===== src/rtl/bp_pkg.sv =====
// Shared definitions for the branch recovery table: entry layout, PC step and default sizes.
package bp_pkg;

    localparam int DEF_ENTRIES = 8;
    localparam int DEF_XLEN    = 32;
    localparam int DEF_CNT_W   = 2;
    localparam int DEF_STAT_W  = 16;
    localparam int PC_STEP     = 4;

    // Canonical entry layout at the default sizes; the table keeps the same
    // fields in per-field arrays so that XLEN and CNT_W stay parametrisable.
    typedef struct packed {
        logic                 valid;
        logic [DEF_XLEN-1:0]  pc;
        logic [DEF_XLEN-1:0]  target;
        logic                 taken;
        logic [DEF_CNT_W-1:0] conf;
    } brt_entry_t;

endpackage


===== src/rtl/brt_match_enc.sv =====
// Fully associative PC comparator with a lowest-index priority encoder.
module brt_match_enc
    import bp_pkg::*;
#(
    parameter int ENTRIES = DEF_ENTRIES,
    parameter int XLEN    = DEF_XLEN,
    parameter int IDX_W   = $clog2(ENTRIES)
) (
    input  logic [ENTRIES-1:0]           valid,
    input  logic [ENTRIES-1:0][XLEN-1:0] pcs,
    input  logic [XLEN-1:0]              key,
    output logic                         hit,
    output logic [IDX_W-1:0]             idx
);

    // Scan from the top down so the lowest matching index is the last one written.
    always_comb begin
        hit = 1'b0;
        idx = '0;
        for (int i = ENTRIES - 1; i >= 0; i--) begin
            if (valid[i] && (pcs[i] == key)) begin
                hit = 1'b1;
                idx = IDX_W'(i);
            end
        end
    end

endmodule


===== src/rtl/branch_recovery_table.sv =====
// Fully associative table of in-flight branch predictions: allocated by IF,
// checked by EX, producing a mispredict flag and the corrected fetch PC.
module branch_recovery_table
    import bp_pkg::*;
#(
    parameter int ENTRIES = DEF_ENTRIES,
    parameter int XLEN    = DEF_XLEN,
    parameter int CNT_W   = DEF_CNT_W,
    parameter int STAT_W  = DEF_STAT_W,
    parameter int IDX_W   = $clog2(ENTRIES),
    parameter int OCC_W   = $clog2(ENTRIES) + 1
) (
    input  logic              clk,
    input  logic              reset,
    input  logic              alloc_en,
    input  logic [XLEN-1:0]   alloc_pc,
    input  logic [XLEN-1:0]   alloc_target,
    input  logic              alloc_taken,
    input  logic              res_en,
    input  logic [XLEN-1:0]   res_pc,
    input  logic              res_taken,
    input  logic              flush,
    output logic              res_hit,
    output logic              mispredict,
    output logic [XLEN-1:0]   recover_pc,
    output logic [CNT_W-1:0]  res_conf,
    output logic [OCC_W-1:0]  occupancy,
    output logic [STAT_W-1:0] mispred_cnt
);

    logic [ENTRIES-1:0]            valid_q;
    logic [ENTRIES-1:0][XLEN-1:0]  pc_q;
    logic [ENTRIES-1:0][XLEN-1:0]  target_q;
    logic [ENTRIES-1:0]            taken_q;
    logic [ENTRIES-1:0][CNT_W-1:0] conf_q;
    logic [IDX_W-1:0]              victim_q;
    logic [STAT_W-1:0]             mispred_cnt_q;

    logic             res_match;
    logic [IDX_W-1:0] res_idx;
    logic             alloc_match;
    logic [IDX_W-1:0] alloc_idx;
    logic             free_found;
    logic [IDX_W-1:0] free_idx;
    logic [IDX_W-1:0] alloc_slot;

    brt_match_enc #(
        .ENTRIES (ENTRIES),
        .XLEN    (XLEN),
        .IDX_W   (IDX_W)
    ) u_res_match (
        .valid (valid_q),
        .pcs   (pc_q),
        .key   (res_pc),
        .hit   (res_match),
        .idx   (res_idx)
    );

    brt_match_enc #(
        .ENTRIES (ENTRIES),
        .XLEN    (XLEN),
        .IDX_W   (IDX_W)
    ) u_alloc_match (
        .valid (valid_q),
        .pcs   (pc_q),
        .key   (alloc_pc),
        .hit   (alloc_match),
        .idx   (alloc_idx)
    );

    // Resolve-side outputs: lookup is combinational so EX can redirect fetch in the same cycle.
    always_comb begin
        res_hit    = res_match;
        mispredict = res_en && res_match && (taken_q[res_idx] != res_taken);
        recover_pc = '0;
        res_conf   = '0;
        if (res_match) begin
            recover_pc = res_taken ? target_q[res_idx] : (res_pc + XLEN'(PC_STEP));
            res_conf   = conf_q[res_idx];
        end
    end

    // Pick where a new prediction lands: existing entry, lowest free slot, else the victim.
    always_comb begin
        free_found = 1'b0;
        free_idx   = '0;
        for (int i = ENTRIES - 1; i >= 0; i--) begin
            if (!valid_q[i]) begin
                free_found = 1'b1;
                free_idx   = IDX_W'(i);
            end
        end
        if (alloc_match) begin
            alloc_slot = alloc_idx;
        end else if (free_found) begin
            alloc_slot = free_idx;
        end else begin
            alloc_slot = victim_q;
        end
    end

    // Occupancy is a popcount of the valid bits.
    always_comb begin
        occupancy = '0;
        for (int i = 0; i < ENTRIES; i++) begin
            occupancy = occupancy + OCC_W'(valid_q[i]);
        end
    end

    assign mispred_cnt = mispred_cnt_q;

    // Table state update: reset, then flush, then resolve followed by alloc so alloc wins on a shared entry.
    always_ff @(posedge clk) begin
        if (!reset) begin
            valid_q       <= '0;
            pc_q          <= '0;
            target_q      <= '0;
            taken_q       <= '0;
            conf_q        <= '0;
            victim_q      <= '0;
            mispred_cnt_q <= '0;
        end else begin
            if (mispredict && (mispred_cnt_q != '1)) begin
                mispred_cnt_q <= mispred_cnt_q + STAT_W'(1);
            end
            if (flush) begin
                valid_q  <= '0;
                victim_q <= '0;
            end else begin
                if (res_en && res_match) begin
                    if (mispredict) begin
                        taken_q[res_idx] <= res_taken;
                        conf_q[res_idx]  <= '0;
                    end else if (conf_q[res_idx] != '1) begin
                        conf_q[res_idx] <= conf_q[res_idx] + CNT_W'(1);
                    end
                end
                if (alloc_en) begin
                    valid_q[alloc_slot]  <= 1'b1;
                    pc_q[alloc_slot]     <= alloc_pc;
                    target_q[alloc_slot] <= alloc_target;
                    taken_q[alloc_slot]  <= alloc_taken;
                    if (alloc_match && (taken_q[alloc_idx] == alloc_taken)) begin
                        conf_q[alloc_slot] <= conf_q[alloc_idx];
                    end else begin
                        conf_q[alloc_slot] <= '0;
                    end
                    if (!alloc_match && !free_found) begin
                        victim_q <= victim_q + IDX_W'(1);
                    end
                end
            end
        end
    end

endmodule


===== config.mk =====
export PLATFORM = sky130hd
export DESIGN_NAME = branch_recovery_table
export DESIGN_NICKNAME = d
export VERILOG_FILES = /design/src/rtl/bp_pkg.sv /design/src/rtl/brt_match_enc.sv /design/src/rtl/branch_recovery_table.sv
export SDC_FILE = /design/constraint.sdc
export NUM_CORES = 2
export LEC_CHECK = 0
export CORE_ASPECT_RATIO = 0.75
export CORE_UTILIZATION = 55
export DETAILED_ROUTE_END_ITERATION = 8
export DONT_BUFFER_PORTS = 1
export PLACE_DENSITY = 0.73
export SYNTH_ARGS = -nofsm -noshare
export SYNTH_HDL_FRONTEND = slang
export SYNTH_HIERARCHICAL = 1
export SYNTH_SLANG_ARGS = --single-unit

===== constraint.sdc =====
create_clock -name clk -period 4.7 [get_ports clk]
set_clock_uncertainty 0.15 [all_clocks]
set_input_delay 0.47 -clock clk [delete_from_list [all_inputs] [get_ports clk]]
set_output_delay 0.47 -clock clk [all_outputs]
set_load 0.05 [all_outputs]

==> results.ini <==
[run_status]
outcome=complete, but fails checks
violations=max-slew violations, negative setup slack

[global_route]
grt-busiest-layer=met2
grt_remaining_overflow=0
grt_use_total_pct=41.39
grt_pass1_vias=28261
grtUsageMet2_pct=56.51
use_met1_pct=55.27
use_met3_pct=16.16
antenna_found_initial=8
grt_pass1_wl_um=183300
grt_max_degree=351

[route]
dr_total_vias=31628
wire_per_inst_um=27.76
ant_nets=0
wirelength_um=133700
via_per_inst=6.569
drt_iter0_drc=5565
dr.pass1.iters=7
drc=0

[power]
ir_drop_mv=0.3150
pwr_density_cell_nw_per_um2=275.6
cellLeakagePower_nw=13.61
total_power_w=0.01089

[setup_path]
critPathSlowestCell=nor4_1
path_class=flip-flop to primary output
reg2reg_slack_ps=-140
slowest_delay_ps=560
crit_chain=xnor2_1 -> nand4_1 -> nor4_1 -> nand3_1 -> a21boi_2 -> o21ai_2 -> nand2_2 -> a21oi_4 -> buf_12 -> nand2b_4 -> buf_4 -> nor2_1 -> a21oi_1 -> a21oi_2 -> o21ai_2 -> o211a_1 -> buf_12
critPathMaxFanout=6
crit_path_end_kind=primary output
critPathArrivalTime_ps=4480
cp.required_ps=4080
cp-start-kind=flip-flop

[timing]
worst_pin_slew_ps=1533
setup_viol=44
maxClockFrequency_mhz=195.9
rsz0062_at_grt=yes
max-slew-margin-rel_pct=-2.213
hold_viol=0
post-route-min-period_ps=5104
fin_hold_ws_ps=31.05
tns_ps=-10670
setup_slack_ps=-404.0
fin_crit_sh_pct=108.6
finalMaxSlewViolations=61

[clock_network]
clock_path_buffers=3
cts_buffers=56
clk_pin_slew_ps=60
cts_tree=yes
htree_levels=2
clock-root-buffer=clkbuf_16
cts.sinks=563
clk_latency_ps=640

[yosys]
synth_top_area_cell=dfxtp_1
synth_cell_types=72
synth-main-ff-cell=dfxtp_1
synthTopCellsByCount=nand2_1 (1000), dfxtp_1 (563), xnor2_1 (380)
synth.avg_cell_area_sq_um=8.361
yosysWarnings=6
yosysSeqAreaShare_pct=35.11
synth.most_common_cell=nand2_1
synth_top_area_share_pct=35.11
async_flop_share_pct=0
synth_edf_count=0
synth_cells=3839
ys_ff_latch=563
netlist_area_sq_um=32100
synth.area.top_cells=dfxtp_1 (35%), nand2_1 (12%), xnor2_1 (10%)
synthesis.nets=3953

[layout]
drive_above_1_share_pct=16.74
layout.nets=4099
nFillCells=4223
stdcell_count=4815
fin_util_pct=68.66
syn2layout_area_growth_pct=23.06

[min_path]
hold_path.class=input pin to flip-flop

[placement]
dp_cells=4475
io_buffers=0
dp_hpwl_um=72570
gp_congestion=1.003

[floorplan]
die-area_sq_um=59340
row_count=76
start_util_pct=55.79
die_y_um=211.2
core_sq_um=57530
ios=159
die_x_um=280.9

[flow_run]
drv_cap=0

## sequential cells by signal (all words and copies together), names as in the netlist
signal	flops
conf_q	16
mispred_cnt	16
pc_q	256
taken_q	8
target_q	256
valid_q	8
victim_q	3
## routing by layer
metal  part of all wire, %  routed length [um]
met1                    36               48530
met2                    39               51910
met3                    17               23260
met4                   7.3                9748
met5                  0.15                 204
## metrics by stage
step	setup WS [ps]	instance area [sq um]
detailed placement	47.58	33560
floorplan	-24.48	32130
CTS	-105.4	38100
finish	-404.0	39500
global route	-325.9	39490
global placement	64.14	33560
## critical path, delay by kind of cell, from the launching register on
family | cells | cell delay, ps
xor+xnor | 1 | 160
buf+inv | 3 | 550
flops | 1 | 420
compound gates | 7 | 1320
simple gates | 6 | 1370
## cells in the final DEF (no fill, tap or decap), types with 13 or more instances in the layout
master / netlist / final
mux2i_1: 133 / 125
nor3_1: 19 / 19
a21boi_0: 268 / 266
nand4_1: 102 / 102
xnor2_1: 380 / 365
clkbuf_8: 0 / 15
nand2_1: 1000 / 985
nor2b_1: 76 / 71
mux4_2: 16 / 16
nor2_1: 64 / 56
clkbuf_16: 0 / 71
inv_1: 24 / 24
buf_12: 0 / 63
dfxtp_1: 563 / 525
and3_1: 26 / 21
o22ai_1: 25 / 14
xor2_1: 168 / 166
o21ai_2: 3 / 16
o21ai_0: 41 / 17
xnor2_2: 2 / 17
dlygate4sd3_1: 0 / 145
buf_4: 73 / 176
buf_6: 30 / 29
nand3_1: 59 / 53
nand2b_1: 22 / 16
nor4_1: 55 / 42
a31oi_1: 14 / 13
mux2_2: 24 / 16
bufinv_16: 0 / 13
a21boi_1: 180 / 179
a21oi_1: 44 / 37
dfxtp_2: 0 / 27
nor4_2: 0 / 13
o221ai_1: 20 / 15
## logic make-up after synthesis
| group | Yosys count | share of synthesized area [%] |
|---|---|---|
| and+or+nand+nor | 1470 | 20.38 |
| AOI/OAI and AO/OA | 682 | 15.74 |
| DFF | 563 | 35.11 |
| xor gates and xnor gates | 551 | 15.11 |
| buffers and inverters | 382 | 6.463 |
| muxes | 180 | 6.674 |
| adders and majority gates | 11 | 0.5224 |
## area by class of cell
cell class | instances | area (sq um) | share of cell area (%)
inverter | 24 | 90.09 | 0.2281
antenna | 2 | 5.005 | 0.01267
tap | 780 | 975.9 | 2.471
sequential | 563 | 11350 | 28.72
multi-input combinational | 2894 | 19800 | 50.13
clock inverter | 29 | 520.5 | 1.318
timing repair buffer | 446 | 5129 | 12.98
clock buffer | 77 | 1630 | 4.127
## what timing repair did
action | in CTS | in global routing
gates resized for setup | 147 | 181
hold endpoints to repair | 538 | 4
gates cloned | 7 | 14
hold buffers | 150 | 1
buffers inserted | 19 | 50
pin swaps | 14 | 72
setup endpoints to repair | 35 | 142
## power breakdown
part | leakage (nW) | switching (W) | total (W) | internal [W]
registers | 4.56 | 0.0000341 | 0.00483 | 0.00480
logic | 8.01 | 0.000439 | 0.000802 | 0.000363
clock network | 1.04 | 0.00210 | 0.00525 | 0.00315
total | 13.6 | 0.00257 | 0.0109 | 0.00831
## path summary, 6_finish.rpt
kind,startpoint,end,cells after the start
worst max-delay path,pc_q[165],recover_pc[15],17
worst min-delay path,res_taken,taken_q[7],4
worst max register to register,pc_q[207],conf_q[0],19
worst min register to register,target_q[202],target_q[202],2
(Power assumes the default switching activity.)
